--- src/rtl/cpu_ctrl_pkg.sv ---
// rtl/cpu_ctrl_pkg.sv - shared opcodes, step encodings and control word for the control sequencer
package cpu_ctrl_pkg;

  typedef enum logic [3:0] {
    S_RST  = 4'b0000,
    S_T0   = 4'b0111,
    S_T1   = 4'b1000,
    S_T2   = 4'b1001,
    S_T3   = 4'b1010,
    S_T4   = 4'b1011,
    S_T5   = 4'b1100,
    S_T6   = 4'b1101,
    S_T7   = 4'b1110,
    S_HALT = 4'b1111
  } state_t;

  localparam logic [4:0] OP_LD   = 5'b00000;
  localparam logic [4:0] OP_LDI  = 5'b00001;
  localparam logic [4:0] OP_ST   = 5'b00010;
  localparam logic [4:0] OP_ADD  = 5'b00011;
  localparam logic [4:0] OP_SUB  = 5'b00100;
  localparam logic [4:0] OP_AND  = 5'b00101;
  localparam logic [4:0] OP_OR   = 5'b00110;
  localparam logic [4:0] OP_ADDI = 5'b01001;
  localparam logic [4:0] OP_NOP  = 5'b11010;
  localparam logic [4:0] OP_HALT = 5'b11011;

  localparam logic [4:0] ALU_ADD = 5'b00011;

  typedef enum logic [2:0] {
    C_NOP, C_HALT, C_LD, C_LDI, C_ST, C_ALU, C_ADDI
  } op_class_t;

  typedef struct packed {
    logic pc_out, pc_in, inc_pc;
    logic mar_in, mdr_in, mdr_out, read, ram_we;
    logic ir_in, y_in, zlow_in, zhigh_in, zlow_out;
    logic gra, grb, grc, r_in, r_out, ba_out, c_out;
  } ctrl_t;

  // Unlisted opcodes fold into the nop class so they take the nop path.
  function automatic op_class_t classify(input logic [4:0] op);
    case (op)
      OP_LD:                         return C_LD;
      OP_LDI:                        return C_LDI;
      OP_ST:                         return C_ST;
      OP_ADD, OP_SUB, OP_AND, OP_OR: return C_ALU;
      OP_ADDI:                       return C_ADDI;
      OP_HALT:                       return C_HALT;
      default:                       return C_NOP;
    endcase
  endfunction

endpackage

--- src/rtl/ctrl_out_decode.sv ---
// rtl/ctrl_out_decode.sv - combinational control-word and alu_op decode from step and opcode
module ctrl_out_decode
  import cpu_ctrl_pkg::*;
(
  input  state_t      state,
  input  logic [4:0]  opcode,
  output ctrl_t       ctrl,
  output logic [4:0]  alu_op
);

  op_class_t cls;

  always_comb begin
    ctrl   = '0;
    alu_op = '0;
    cls    = classify(opcode);
    case (state)
      S_T0: begin
        ctrl.pc_out  = 1'b1;
        ctrl.mar_in  = 1'b1;
        ctrl.inc_pc  = 1'b1;
        ctrl.zlow_in = 1'b1;
        alu_op       = ALU_ADD;
      end
      S_T1: begin
        ctrl.zlow_out = 1'b1;
        ctrl.pc_in    = 1'b1;
        ctrl.read     = 1'b1;
        ctrl.mdr_in   = 1'b1;
        alu_op        = ALU_ADD;
      end
      S_T2: begin
        ctrl.mdr_out = 1'b1;
        ctrl.ir_in   = 1'b1;
        alu_op       = ALU_ADD;
      end
      S_T3: begin
        if (cls inside {C_LD, C_LDI, C_ST}) begin
          ctrl.grb    = 1'b1;
          ctrl.ba_out = 1'b1;
          ctrl.y_in   = 1'b1;
        end else if (cls inside {C_ALU, C_ADDI}) begin
          ctrl.grb   = 1'b1;
          ctrl.r_out = 1'b1;
          ctrl.y_in  = 1'b1;
        end
      end
      S_T4: begin
        if (cls == C_ALU) begin
          ctrl.grc   = 1'b1;
          ctrl.r_out = 1'b1;
        end else if (cls inside {C_LD, C_LDI, C_ST, C_ADDI}) begin
          ctrl.c_out = 1'b1;
        end
        ctrl.zlow_in  = (cls inside {C_LD, C_LDI, C_ST, C_ALU, C_ADDI});
        ctrl.zhigh_in = ctrl.zlow_in;
      end
      S_T5: begin
        if (cls inside {C_LD, C_ST}) begin
          ctrl.zlow_out = 1'b1;
          ctrl.mar_in   = 1'b1;
        end else if (cls inside {C_LDI, C_ALU, C_ADDI}) begin
          ctrl.zlow_out = 1'b1;
          ctrl.gra      = 1'b1;
          ctrl.r_in     = 1'b1;
        end
      end
      S_T6: begin
        if (cls == C_LD) begin
          ctrl.read   = 1'b1;
          ctrl.mdr_in = 1'b1;
        end else if (cls == C_ST) begin
          ctrl.gra    = 1'b1;
          ctrl.r_out  = 1'b1;
          ctrl.mdr_in = 1'b1;
        end
      end
      S_T7: begin
        if (cls == C_LD) begin
          ctrl.mdr_out = 1'b1;
          ctrl.gra     = 1'b1;
          ctrl.r_in    = 1'b1;
        end else if (cls == C_ST) begin
          ctrl.ram_we = 1'b1;
        end
      end
      default: ;
    endcase
    // Execute steps: address/immediate arithmetic adds, register ALU ops pass the opcode through.
    if (state inside {S_T3, S_T4, S_T5, S_T6, S_T7}) begin
      if (cls inside {C_LD, C_LDI, C_ST, C_ADDI}) alu_op = ALU_ADD;
      else if (cls == C_ALU)                      alu_op = opcode;
    end
  end

endmodule

--- src/rtl/control_sequencer.sv ---
// rtl/control_sequencer.sv - fetch/execute step sequencer with stop-at-boundary halt
module control_sequencer
  import cpu_ctrl_pkg::*;
(
  input  logic       clk,
  input  logic       clr,
  input  logic [4:0] opcode,
  input  logic       stop,
  output logic       PCout, PCin, IncPC,
  output logic       MARin, MDRin, MDRout, Read, ramWE,
  output logic       IRin, Yin, ZLowIn, ZHighIn, ZLowout,
  output logic       Gra, Grb, Grc, Rin, Rout, BAout, Cout,
  output logic [4:0] alu_op,
  output logic [3:0] t_state,
  output logic       run
);

  state_t    state_q, state_d;
  op_class_t cls;
  ctrl_t     ctrl;

  always_ff @(posedge clk or posedge clr) begin
    if (clr) state_q <= S_RST;
    else     state_q <= state_d;
  end

  // Instruction-boundary steps honour stop; earlier steps ignore it.
  always_comb begin
    state_d = state_q;
    cls     = classify(opcode);
    case (state_q)
      S_RST:  state_d = S_T0;
      S_T0:   state_d = S_T1;
      S_T1:   state_d = S_T2;
      S_T2:   state_d = S_T3;
      S_T3: begin
        if (cls == C_HALT)     state_d = S_HALT;
        else if (cls == C_NOP) state_d = stop ? S_HALT : S_T0;
        else                   state_d = S_T4;
      end
      S_T4:   state_d = S_T5;
      S_T5: begin
        if (cls inside {C_LD, C_ST}) state_d = S_T6;
        else                         state_d = stop ? S_HALT : S_T0;
      end
      S_T6:   state_d = S_T7;
      S_T7:   state_d = stop ? S_HALT : S_T0;
      S_HALT: state_d = S_HALT;
      default: state_d = S_RST;
    endcase
  end

  ctrl_out_decode u_decode (
    .state  (state_q),
    .opcode (opcode),
    .ctrl   (ctrl),
    .alu_op (alu_op)
  );

  assign {PCout, PCin, IncPC}                   = {ctrl.pc_out, ctrl.pc_in, ctrl.inc_pc};
  assign {MARin, MDRin, MDRout, Read, ramWE}    = {ctrl.mar_in, ctrl.mdr_in, ctrl.mdr_out,
                                                   ctrl.read, ctrl.ram_we};
  assign {IRin, Yin, ZLowIn, ZHighIn, ZLowout}  = {ctrl.ir_in, ctrl.y_in, ctrl.zlow_in,
                                                   ctrl.zhigh_in, ctrl.zlow_out};
  assign {Gra, Grb, Grc, Rin, Rout, BAout, Cout} = {ctrl.gra, ctrl.grb, ctrl.grc, ctrl.r_in,
                                                    ctrl.r_out, ctrl.ba_out, ctrl.c_out};
  assign t_state = state_q;
  assign run     = (state_q != S_HALT);

endmodule

--- config.mk ---
export PLATFORM = sky130hd
export DESIGN_NAME = control_sequencer
export DESIGN_NICKNAME = d
export VERILOG_FILES = /design/src/rtl/cpu_ctrl_pkg.sv /design/src/rtl/ctrl_out_decode.sv /design/src/rtl/control_sequencer.sv
export SDC_FILE = /design/constraint.sdc
export NUM_CORES = 1
export LEC_CHECK = 0
export BUFFER_PORTS_ARGS = -buffer_cell sky130_fd_sc_hd__clkbuf_2
export CORE_AREA = 2 2 45 47
export DETAILED_ROUTE_END_ITERATION = 8
export DIE_AREA = 0 0 47 49
export GPL_TIMING_DRIVEN = 1
export MAX_ROUTING_LAYER = met4
export PLACE_DENSITY = 0.76
export RECOVER_POWER = 25
export SYNTH_ARGS = -nofsm -noshare
export SYNTH_HDL_FRONTEND = slang
export SYNTH_HIERARCHICAL = 1
export SYNTH_SLANG_ARGS = --single-unit
--- constraint.sdc ---
create_clock -name clk -period 1.7 [get_ports clk]
set_input_delay 0.085 -clock clk [delete_from_list [all_inputs] [get_ports clk]]
set_output_delay 0.085 -clock clk [all_outputs]
set_load 0.01 [all_outputs]
==> metrics.md, run 1 <==
| Metric | Value |
|---|---|
| Synth area leaders | `dfrtp_1 13%, nor2_1 10%, nand2_1 5.3%` |
| DRC Markers | `0` |
| Gr ovfl total | `0` |
| Placed Area | `945.9 um2` |
| H-tree Lvls | `1` |
| Largest net degree at the start of global routing | `22` |
| Max-cap viol count | `0` |
| Die width | `47 um` |
| Total power divided by cell area | `1247 nW/um2` |
| Hold crit path type | `in2reg` |
| Post-Syn Area per Cell | `6.538 um2` |
| Synth area leader | `dfrtp_1` |
| Fin crit share | `0.9542` |
| Fillers | `181` |
| Drt via density | `5.287` |
| Clk_lat worst skew | `0.23 ns` |
| Final hold vios | `0` |
| Proportion of layout cells with a drive suffix above 1 | `0.3576` |
| P&R area growth vs syn | `26.16%` |
| Clock root cell | `clkbuf_4` |
| Post-synthesis cell count | `120` |
| Synthesized area | `784.5 um2` |
| Final non-filler cell total | `178` |
| Pleak | `0.0004621 uW` |
| Placer congestion estimate | `0.7870` |
| Die area | `2303 um2` |
| # setup viols final | `0` |
| Max VDD drop | `0.0007821 V` |
| Status | `finished clean` |
| Pins Over Slew Limit | `0` |
| Post-detailed-route count of antenna-violating nets | `0` |
| Yosys warns | `6` |
| Synth top cells by count | `21 x nor2_1, 11 x nand2_1` |
| Synth top area share | `0.1276` |
| Wire per inst | `11.26 um` |
| Multi-input gate area | `585.6 um2` |
| Diode count | `0` |
| Worst-path clk slew | `0.04 ns` |
| I/O pin cnt | `38` |
| Die Height | `49 um` |
| Vias in the first global route | `790` |
| FF/Latch Area | `102.6 um2` |
| CP max FO | `10` |
| Final Skew | `0.005194 ns` |
| Port Buffers | `35` |
| Max Fclk | `616.5 MHz` |
| Post-synth ARST share | `1.000` |
| Startpoint class of the critical path | `register` |
| DR vias | `941` |
| NumNets Final | `161` |
| Number of flops mapped to enable cells by yosys | `0` |
| WP data arrival | `1.54 ns` |
| Register area share after synthesis | `0.1276` |
| Placed cells | `174` |
| Synth cell types | `44` |
| Clk sinks | `4` |
| WL final | `2005 um` |
| Top_reg_cell synth | `dfrtp_1` |
| Row count | `16` |
| Starting density of the core | `0.4260` |
| DR pass1 iterations | `4` |
| Final min period | `1.622 ns` |
| Initial antenna violation count | `0` |
| Top-count cell post-synth | `nor2_1` |
| Total GRT Usage | `0.1934` |
| Final instance area | `989.7 um2` |
| CTS tree | `built` |
| Setup Crit Path Kind | `reg2out` |
| Req. time, crit path | `1.62 ns` |
| Iter 0 DRT Violations | `11` |
| Core area | `1842 um2` |
| Critical Path End Type | `primary output` |
| CTS max path bufs | `2` |
| Setup repair after global routing missed its margin | `yes` |
| Dpl hpwl | `1562 um` |
| First-pass GRT wire length | `3339 um` |
| Max reg flops | `4` |
| #FFs+latches synth | `4` |
| CTS buffer count | `3` |
stage by stage:
stage | TNS, ns | total power [uW] | setup WS [ns] | hold WS (ns) | utilization
2_1_floorplan | 0 | 810.0 | 0.1942 | -0.1489 | -
3_3_place_gp | 0 | 1062 | 0.2896 | -0.05428 | 0.5136
3_5_place_dp | 0 | 1090 | 0.2291 | -0.04719 | 0.5136
4_1_cts | 0 | 1220 | 0.02529 | 0.2044 | 0.5346
5_1_grt | -0.02864 | 1366 | -0.02864 | 0.2262 | 0.5374
6_report | 0 | 1234 | 0.07784 | 0.2094 | 0.5374
layout make-up:
class                   instances  area share
flip-flops and latches          4      0.1037
multi-input cells              98      0.5917
clock buffers                   3     0.02276
repair buffers                 42      0.2326
well taps                      27     0.03413
inverters                       4     0.01517
cells by family after synthesis:
family | count (synthesis) | synth area share
adders and majority gates | 1 | 0.01276
and+or+nand+nor | 64 | 0.4418
other | 1 | 0.004780
DFF | 4 | 0.1276
xor gates and xnor gates | 1 | 0.01117
buffers and inverters | 19 | 0.1419
AOI/OAI and AO/OA | 30 | 0.2600
routing by layer:
metal	global-route usage	wire length, um	vias to the layer above
met3	0.02593	99	3
met4	0.07407	25	0
met2	0.3174	1028	37
met1	0.2313	852	417
met5	-	0	-
li1	-	-	484
layout by cell type, fill, tap and decap left out, types with 2 or more instances in the layout:
| cell | Yosys | layout |
|---|---|---|
| clkbuf_2 | 0 | 35 |
| nor2_1 | 21 | 21 |
| nand2_1 | 11 | 11 |
| buf_4 | 5 | 6 |
| a21oi_1 | 5 | 5 |
| o21ai_1 | 5 | 5 |
| o21bai_1 | 4 | 4 |
| nand3_1 | 4 | 4 |
| inv_1 | 4 | 4 |
| nor3_1 | 4 | 4 |
| nand2b_1 | 4 | 3 |
| nor4_1 | 3 | 3 |
| a31oi_1 | 3 | 3 |
| clkbuf_4 | 0 | 3 |
| or2_1 | 2 | 2 |
| and3_1 | 2 | 2 |
| dfrtp_2 | 0 | 2 |
| dfrtp_1 | 4 | 2 |
| and2_1 | 2 | 2 |
| nor2b_1 | 2 | 2 |
| o21ai_0 | 2 | 2 |
| conb_1 | 1 | 2 |
final timing paths:
check | start | endpoint | slack [ns] | depth (start not counted)
setup / recovery | t_state[1]$_DFF_PP0_ | Gra | 0.08 | 5
hold / removal | stop | t_state[3]$_DFF_PP0_ | 0.21 | 3
setup reg to reg | t_state[1]$_DFF_PP0_ | t_state[2]$_DFF_PP0_ | 0.33 | 5
hold reg to reg | t_state[0]$_DFF_PP0_ | t_state[0]$_DFF_PP0_ | 0.71 | 2
max in group asynchronous | clr | t_state[0]$_DFF_PP0_ | 1.28 | 3
min in group asynchronous | clr | t_state[3]$_DFF_PP0_ | 0.26 | 3
power by group:
| part | switching [uW] | leakage (uW) | total [uW] | internal (uW) |
|---|---|---|---|---|
| logic | 541 | 0.000400 | 902 | 361 |
| clock network | 39.1 | 0.0000138 | 118 | 79.0 |
| registers | 66.1 | 0.0000481 | 214 | 148 |
critical path: stages, from the launching register on:
cell and delay, ns:
dfrtp_2 0.47, o21bai_1 0.18, a31oi_1 0.16, o2111a_1 0.24
o21bai_1 0.11, clkbuf_2 0.15
repair_timing:
item | CTS | global route
setup buffers | 0 | 0
resized for setup | 2 | 3
endpoints found under the setup margin | 1 | 5
gates cloned | 0 | 0
endpoints found under the hold margin | 4 | 0
hold buffers | 1 | 0
pin swaps | 0 | 1
Note: power is estimated with default switching activity, not from simulation.
==> inputs of run 2 (changes only) <==
--- a/config.mk
+++ b/config.mk
@@ -11,7 +11,7 @@
 export DIE_AREA = 0 0 47 49
 export GPL_TIMING_DRIVEN = 1
 export MAX_ROUTING_LAYER = met4
-export PLACE_DENSITY = 0.76
+export PLACE_DENSITY_LB_ADDON = 0.3
 export RECOVER_POWER = 25
 export SYNTH_ARGS = -nofsm -noshare
 export SYNTH_HDL_FRONTEND = slang
==> run 2 against run 1 <==
  * Critical path depth did not move
  * Global-route usage is 0.72 points higher
  * Count of clock-buffer cells in the layout did not move
  * Sequential power shrank 4%
  * Largest cell class unchanged
  * Core utilization rose by 0.68 points
  * Sequential share of layout area decreased by 0.13 points
  * Register-to-register slack better by 0.07 ns
  * Total power shrank 1.1%
  * Clock power fell by 5%
  * Via count is 1.3% lower
  * Critical path type unchanged
==> metrics.md, run 2 (synthesis gave the netlist of run 1 again) <==
| Metric | Value |
|---|---|
| Status | `finished clean` |
| Max reg flops | `4` |
| DR pass1 iterations | `4` |
| Max VDD drop | `0.001033 V` |
| DR vias | `929` |
| Initial antenna violation count | `0` |
| H-tree Lvls | `1` |
| Port Buffers | `35` |
| CTS buffer count | `3` |
| Setup Crit Path Kind | `reg2out` |
| Power Total | `1220 uW` |
| P&R area growth vs syn | `27.75%` |
| Gr ovfl total | `0` |
| Die width | `47 um` |
| Starting density of the core | `0.4260` |
| # setup viols final | `0` |
| Clk_lat worst skew | `0.23 ns` |
| Final Skew | `0.002510 ns` |
| Hold crit path type | `in2async` |
| Critical Path End Type | `primary output` |
| WL final | `2024 um` |
| Core area | `1842 um2` |
| CTS max path bufs | `2` |
| Max-cap viol count | `0` |
| NumNets Final | `161` |
| Pleak | `0.0004596 uW` |
| Final instance area | `1002 um2` |
| Final min period | `1.635 ns` |
| Clock root cell | `clkbuf_4` |
| Die area | `2303 um2` |
| Placer congestion estimate | `0.7722` |
| Row count | `16` |
| Commonest non-fill, non-tap cell in the layout | `clkbuf_2` |
| Total power divided by cell area | `1217 nW/um2` |
| Iter 0 DRT Violations | `19` |
| Worst-path clk slew | `0.04 ns` |
| Drt via density | `5.219` |
| Req. time, crit path | `1.62 ns` |
| First-pass GRT wire length | `3401 um` |
| Commonest cells after routing, fill and taps aside | `34 x clkbuf_2, 21 x nor2_1, 11 x nand2_1, 5 x a21oi_1, 5 x buf_4` |
| CP max FO | `4` |
| Fin crit share | `0.9617` |
| Pins Over Slew Limit | `0` |
| WP data arrival | `1.55 ns` |
| Diode count | `0` |
| Clk sinks | `4` |
| Proportion of layout cells with a drive suffix above 1 | `0.3576` |
| Startpoint class of the critical path | `register` |
| Die Height | `49 um` |
| Post-detailed-route count of antenna-violating nets | `0` |
| DRC Markers | `0` |
| Dpl hpwl | `1512 um` |
| Setup repair after global routing missed its margin | `yes` |
| Largest net degree at the start of global routing | `22` |
| I/O pin cnt | `38` |
| Wire per inst | `11.37 um` |
| Max Fclk | `611.7 MHz` |
| Placed Area | `938.4 um2` |
| CTS tree | `built` |
| Total GRT Usage | `0.2006` |
| Vias in the first global route | `773` |
| Final hold vios | `0` |
[run 2: worst paths after layout]
kind,from,to,slack [ns],cells past startpoint
hold / removal,clr,t_state[3]$_DFF_PP0_,0.27,3
hold reg to reg,t_state[0]$_DFF_PP0_,t_state[0]$_DFF_PP0_,0.69,2
setup / recovery,t_state[0]$_DFF_PP0_,Rout,0.07,5
max in group asynchronous,clr,t_state[1]$_DFF_PP0_,1.27,3
setup reg to reg,t_state[1]$_DFF_PP0_,t_state[2]$_DFF_PP0_,0.40,5
min in group clk,stop,t_state[3]$_DFF_PP0_,0.29,3
[run 2: report_power, final]
group / internal [uW] / switching, uW
clock network: 78.6 / 33.5
logic: 353 / 549
registers: 148 / 58.0
total: 580 / 640
[run 2: layer usage]
layer / vias to the layer above / part of all wire / track usage
met5: - / 0 / -
met4: 0 / 0.0040 / 0.05556
met3: 2 / 0.056 / 0.02222
li1: 482 / - / -
met2: 36 / 0.51 / 0.3311
met1: 409 / 0.43 / 0.2511
[run 2: timing repair]
| action | CTS | global route |
|---|---|---|
| hold buffers | 1 | 0 |
| endpoints found under the hold margin | 4 | 0 |
| buffers inserted | 1 | 0 |
| resized for setup | 3 | 5 |
| pin swaps | 0 | 1 |
| setup endpoints to repair | 1 | 8 |
[run 2: area by class of cell]
type | count | area (um2)
clock buffer | 3 | 22.52
fill | 194 | 839.6
inverter | 4 | 15.01
multi-input combinational | 98 | 601.8
sequential | 4 | 102.6
tap | 27 | 33.78
timing repair buffer | 42 | 226.5
[run 2: through the flow]
stage / setup TNS, ns / hold WS [ns] / instances / util / worst slack [ns]
4_1_cts: 0 / 0.2547 / 178 / 0.5353 / 0.007328
6_report: 0 / 0.2660 / 178 / 0.5442 / 0.06513
5_1_grt: -0.05613 / 0.2615 / 178 / 0.5442 / -0.03429
2_1_floorplan: 0 / -0.1489 / 121 / - / 0.1942
3_5_place_dp: 0 / -0.05200 / 173 / 0.5095 / 0.09314
3_3_place_gp: 0 / -0.05534 / 173 / 0.5095 / 0.1985
[run 2: critical path: stages (launching register included)]
cell	delay [ns]
dfrtp_2	0.42
nor3b_2	0.20
o21ai_2	0.10
a2111oi_4	0.31
o21bai_1	0.16
buf_2	0.15
